### src/rtl/rf_arb_pkg.sv
// Shared types and sizes for the register-file write-port arbiter.
package rf_arb_pkg;

    typedef enum logic {CLEAR, RUN} rf_arb_state_t;

    localparam int NUM_REGS = 32;
    localparam int ADDR_W   = 5;
    localparam int DATA_W   = 32;

endpackage

### src/rtl/rf_clear_sequencer.sv
// Post-reset sequencer that walks x1..x31 once so the register file starts
// zeroed, then reports completion. With CLEAR_ON_RESET=0 it starts done.
module rf_clear_sequencer
    import rf_arb_pkg::*;
#(
    parameter int CLEAR_ON_RESET = 1
) (
    input  logic              clk,
    input  logic              rst_n,
    output logic              clr_active,
    output logic [ADDR_W-1:0] clr_addr,
    output logic              done
);

    localparam rf_arb_state_t RESET_STATE = (CLEAR_ON_RESET != 0) ? CLEAR : RUN;
    localparam logic [ADDR_W-1:0] FIRST_IDX = ADDR_W'(1);
    localparam logic [ADDR_W-1:0] LAST_IDX  = ADDR_W'(NUM_REGS - 1);

    rf_arb_state_t     state_q, state_d;
    logic [ADDR_W-1:0] clr_idx, clr_idx_d;

    // State and clear-index registers; reset restarts the walk from x1.
    always_ff @(posedge clk or negedge rst_n) begin
        if (!rst_n) begin
            state_q <= RESET_STATE;
            clr_idx <= FIRST_IDX;
        end else begin
            state_q <= state_d;
            clr_idx <= clr_idx_d;
        end
    end

    // Advance one register per cycle; leave CLEAR after writing the last index.
    always_comb begin
        state_d   = state_q;
        clr_idx_d = clr_idx;
        if (state_q == CLEAR) begin
            if (clr_idx == LAST_IDX) begin
                state_d   = RUN;
                clr_idx_d = FIRST_IDX;
            end else begin
                clr_idx_d = clr_idx + ADDR_W'(1);
            end
        end
    end

    assign clr_active = (state_q == CLEAR);
    assign done       = (state_q == RUN);
    assign clr_addr   = clr_idx;

endmodule

### src/rtl/regfile_write_arbiter.sv
// Shares the register-file write port between core writeback (priority) and
// an auxiliary requester. A starvation counter forces one auxiliary slot by
// stalling the core for a single cycle. All port outputs are combinational.
module regfile_write_arbiter
    import rf_arb_pkg::*;
#(
    parameter int CLEAR_ON_RESET = 1,
    parameter int STARVE_LIMIT   = 4
) (
    input  logic              clk,
    input  logic              rst_n,
    input  logic              core_we,
    input  logic [ADDR_W-1:0] core_waddr,
    input  logic [DATA_W-1:0] core_wdata,
    output logic              core_stall,
    input  logic              dbg_valid,
    output logic              dbg_ready,
    input  logic [ADDR_W-1:0] dbg_addr,
    input  logic [DATA_W-1:0] dbg_wdata,
    output logic              rf_we3,
    output logic [ADDR_W-1:0] rf_a3,
    output logic [DATA_W-1:0] rf_wd3,
    output logic              init_done
);

    localparam int CNT_W = (STARVE_LIMIT > 0) ? $clog2(STARVE_LIMIT + 1) : 1;
    localparam logic [CNT_W-1:0] LIMIT   = CNT_W'(STARVE_LIMIT);
    localparam logic [CNT_W-1:0] CNT_MAX = {CNT_W{1'b1}};

    logic              seq_active, seq_done;
    logic [ADDR_W-1:0] seq_addr;
    logic              run_mode, clr_mode;
    logic              core_live, force_grant;
    logic [CNT_W-1:0]  wait_cnt;
    logic              sel_we;
    logic [ADDR_W-1:0] sel_addr;
    logic [DATA_W-1:0] sel_data;

    rf_clear_sequencer #(
        .CLEAR_ON_RESET(CLEAR_ON_RESET)
    ) u_clear (
        .clk        (clk),
        .rst_n      (rst_n),
        .clr_active (seq_active),
        .clr_addr   (seq_addr),
        .done       (seq_done)
    );

    // Gate by rst_n so the port is quiet and the core held while in reset.
    assign run_mode    = rst_n && seq_done;
    assign clr_mode    = rst_n && seq_active;
    assign core_live   = core_we && (core_waddr != '0);
    assign force_grant = (STARVE_LIMIT != 0) && dbg_valid && (wait_cnt >= LIMIT);

    // Source selection: forced aux slot, else core, else aux; clear owns the port in CLEAR.
    always_comb begin
        core_stall = 1'b1;
        dbg_ready  = 1'b0;
        sel_we     = 1'b0;
        sel_addr   = '0;
        sel_data   = '0;
        if (run_mode) begin
            core_stall = 1'b0;
            if (force_grant) begin
                core_stall = 1'b1;
                dbg_ready  = 1'b1;
                sel_we     = 1'b1;
                sel_addr   = dbg_addr;
                sel_data   = dbg_wdata;
            end else if (core_live) begin
                sel_we   = 1'b1;
                sel_addr = core_waddr;
                sel_data = core_wdata;
            end else if (dbg_valid) begin
                dbg_ready = 1'b1;
                sel_we    = 1'b1;
                sel_addr  = dbg_addr;
                sel_data  = dbg_wdata;
            end
        end else if (clr_mode) begin
            sel_we   = 1'b1;
            sel_addr = seq_addr;
            sel_data = '0;
        end
    end

    // x0 is never written; an idle port drives all-zero address and data.
    assign rf_we3    = sel_we && (sel_addr != '0);
    assign rf_a3     = rf_we3 ? sel_addr : '0;
    assign rf_wd3    = rf_we3 ? sel_data : '0;
    assign init_done = run_mode;

    // Count consecutive denied auxiliary cycles, saturating; cleared on grant or idle.
    always_ff @(posedge clk or negedge rst_n) begin
        if (!rst_n) begin
            wait_cnt <= '0;
        end else if (!run_mode || !dbg_valid || dbg_ready) begin
            wait_cnt <= '0;
        end else if (wait_cnt != CNT_MAX) begin
            wait_cnt <= wait_cnt + CNT_W'(1);
        end
    end

endmodule

### config.mk
export PLATFORM = sky130hd
export DESIGN_NAME = regfile_write_arbiter
export DESIGN_NICKNAME = d
export VERILOG_FILES = /design/src/rtl/rf_arb_pkg.sv /design/src/rtl/rf_clear_sequencer.sv /design/src/rtl/regfile_write_arbiter.sv
export SDC_FILE = /design/constraint.sdc
export NUM_CORES = 1
export LEC_CHECK = 0
export ABC_CLOCK_PERIOD_IN_PS = 1900
export CORE_UTILIZATION = 32
export DETAILED_ROUTE_END_ITERATION = 12
export GPL_ROUTABILITY_DRIVEN = 0
export PLACE_DENSITY = 0.89
export SYNTH_ARGS = -nofsm -noshare
export SYNTH_HDL_FRONTEND = slang
export SYNTH_SLANG_ARGS = --single-unit
### constraint.sdc
create_clock -name clk -period 1.9 [get_ports clk]
set_input_delay 0.475 -clock clk [delete_from_list [all_inputs] [get_ports clk]]
set_output_delay 0.475 -clock clk [all_outputs]
set_load 0.005 [all_outputs]
==> summary.md <==
| Metric | Value |
|---|---|
| PD cells | 300 mW/mm² |
| Global-route wire length before repair | about 11 mm |
| Worst slew margin | slightly above 80% |
| Initial core utilization | 33.9% |
| CTS Buf Count | 3 |
| Reg2Reg Depth | 5 |
| PnR worst setup slack | -412 ps |
| # placed instances | about 380 |
| Global-route met3 utilization | 4.94% |
| R2R Path End | u_clear.clr_addr[4] |
| EDFF count, synth | 0 |
| Mapped Area | ~0.0016 mm² |
| Synth top area share | a little under a quarter |
| Critical path required time | about 1400 ps |
| Final nets | around 430 |
| Main synth FF type | dfrtp_1 |
| Reg2reg setup slack | 300 ps |
| VDD IR max | approximately 0.00050 V |
| CP delay by family, top | simple AND/OR/NAND/NOR gates |
| Top cells by count, synth | nand2_1, mux2i_1, o211ai_2, buf_2, dfrtp_1 |
| Total Power | 999 µW |
| Hold buffer count at CTS | 0 |
| Clock transition at path regs | around 40 ps |
| CP endpoint kind | primary output |
| Clk sink count | 9 |
| Area Overhead vs Synth | 104% |
| Failing checks | setup timing |
| CP max stage delay | between 500 and 600 ps |
| CP startpoint kind | primary input |
| Finish-stage setup viols | 39 |
| Slew Viols, Final | 0 |
| Setup WS pre-CTS | -1130 ps |
| Static Leakage | 0.00159 µW |
| RSZ-0062 raised after global routing | yes |
| H-tree levels | 1 |
| Layout cells sized above 1 | approximately 45% |
| Yosys Warn Count | 0 |
| CTS Buffer Depth | 2 |
| Crit-path most repeated cell | buf_6 |
| Routing usage on met1 | between 20% and 30% |
| Per-cell routed wire length | around 18 µm |
| DP Wirelength | 4.80 mm |
| Routed via count | ~2200 |
| DR iter-0 viols | 59 |
| Final core utilization | around 69% |
| Status | complete, but fails checks |
| Synth Register Bits | 9 |
| Grt total ovfl | 0 |
| Die span in x | roughly 73 µm |
| Initial antenna violation count | 0 |
| Fin cells | roughly 410 |
| Routed wire length | approximately 7.2 mm |
| Vias in the first global route | about 2200 |
| Crit Reg-Reg Startpoint | u_clear.clr_addr[0] |
| Period utilization | 122% |
| CP startpoint | dbg_addr[1] |
| DRC viols | 0 |
| Largest net degree at the start of global routing | 20 |
| Via/cell ratio | roughly 5.4 |
| CTS tree | done |
| Ranking of synthesized cells by area | o211ai_2, mux2i_1, dfrtp_1, nand2_1, buf_6 |
| ANT cells | 0 |
| Max-cap violations | 0 |
| Cells after synthesis | 192 |
| Worst path cell trace | buf_6 > or4_4 > buf_6 > buf_16 > o211ai_1 > mux2i_1 > buf_2 |
| Row cnt | 25 |
| Die area | approximately 0.0054 mm² |
| Least-Margin Pin Slew | between 200 and 300 ps |
| Final hold vios | 0 |
| Post-synth ARST share | between 90% and 100% |
| Final setup skew | roughly 0.59 ps |
| Root Driver | clkbuf_8 |
| CP max FO | 8 |
| Clock latency on the worst-skew pair | 230 ps |
| Antenna-violating nets left | 0 |
| Port buffer count | ~120 |
| Part of the Yosys area used for sequential elements | roughly 14% |
| Die height | around 73 µm |
| Hold crit path type | in -> async |
| Core area | slightly below 0.005 mm² |
| Tmin final | ~2300 ps |
| WP buf/inv | 4 |
| Most frequent cell after synthesis | nand2_1 |
| GR met2 Demand/Resource | between 40% and 50% |
| Netlist cell types | 32 |
| FMAX | approximately 430 MHz |
| Avg Inst Size Synth | roughly 8.5 µm² |
| Critical path type | in -> out |
| Slowest CP cell | or4_4 |
| Syn Nets | 274 |
| Top Ports | ~120 |
| GRT Util Overall | between 20% and 30% |
| Grt peak-use layer | met2 |
| Router iterations before antenna repair | 4 |
| Cell accounting for the most synthesized area | o211ai_2 |
| Crit path DAT | ~1800 ps |
## cells in the final DEF (no fill, tap or decap), types with 2 or more instances in the layout
master           count
buf_8                3
inv_2                2
buf_12               7
mux2i_1             35
and3_1               2
buf_6               14
o211ai_1             7
dfrtp_1              8
clkbuf_8             3
nand4_1              5
o21ai_0              2
nand3_1              2
buf_2               44
ha_1                 4
nor2_1               3
nand2_1             47
dlygate4sd2_1        2
buf_16               5
o21ai_2              2
mux2_2               2
bufbuf_16            2
clkdlybuf4s50_1     64
o211ai_2            30
buf_4               26
or4_4                2
## cell type report
type / count / area, µm²
fill: 390 / 1490
tap: 67 / 83.8
timing repair buffer: 169 / 1640
clock buffer: 4 / 45.0
sequential: 9 / 226
inverter: 3 / 11.3
multi-input combinational: 157 / 1320
## what timing repair did
action                     CTS  global route
setup endpoints to repair   41            40
cloned                       8             0
buffers inserted            16             3
resized for setup          237            11
pin swaps                   17            12
## state kept, by name (all words and copies together), names as in the netlist
signal,flops
u_clear.clr_addr,5
wait_cnt,3
u_clear.done,1
## report_power, final
part	leakage (µW)	switching (µW)	total (µW)	internal, µW
sequential	0.000117	0.842	194	194
combinational	0.00145	228	583	356
clock	0.0000228	75.2	221	146
total	0.00159	304	999	695
## how the worst max path moves through the flow
stage	to	slack, ps	cells after the start
2_1_floorplan	rf_wd3[1]	-50	5
3_3_place_gp	rf_wd3[7]	-1070	7
3_5_place_dp	rf_wd3[7]	-1130	7
4_1_cts	rf_wd3[31]	-440	7
5_1_grt	rf_wd3[31]	-460	7
6_report	rf_wd3[31]	-410	7
## kinds of logic after synthesis
logic type / share of synthesized area [%]
muxes: 23.5
and+or+nand+nor: 19.9
buffers and inverters: 9.97
AOI/OAI and AO/OA: 29.2
xor gates and xnor gates: 0.537
adders and majority gates: 3.07
DFF: 13.9
## per-stage QoR
stage	TNS (ps)	hold WS [ps]	area [µm²]
finish	-12620	169	3330
global route	-14140	185	3330
CTS	-13330	172	3360
detailed placement	-42120	594	3030
global placement	-39610	577	3030
floorplan	-1600	179	1640
## routing by layer
metal | part of all wire (%) | up-vias
li1 | - | 1019
met1 | 38 | 1057
met2 | 52 | 105
met3 | 7.4 | 16
met4 | 2.1 | 0
met5 | 0 | -
Note: power is estimated with default switching activity, not from simulation.
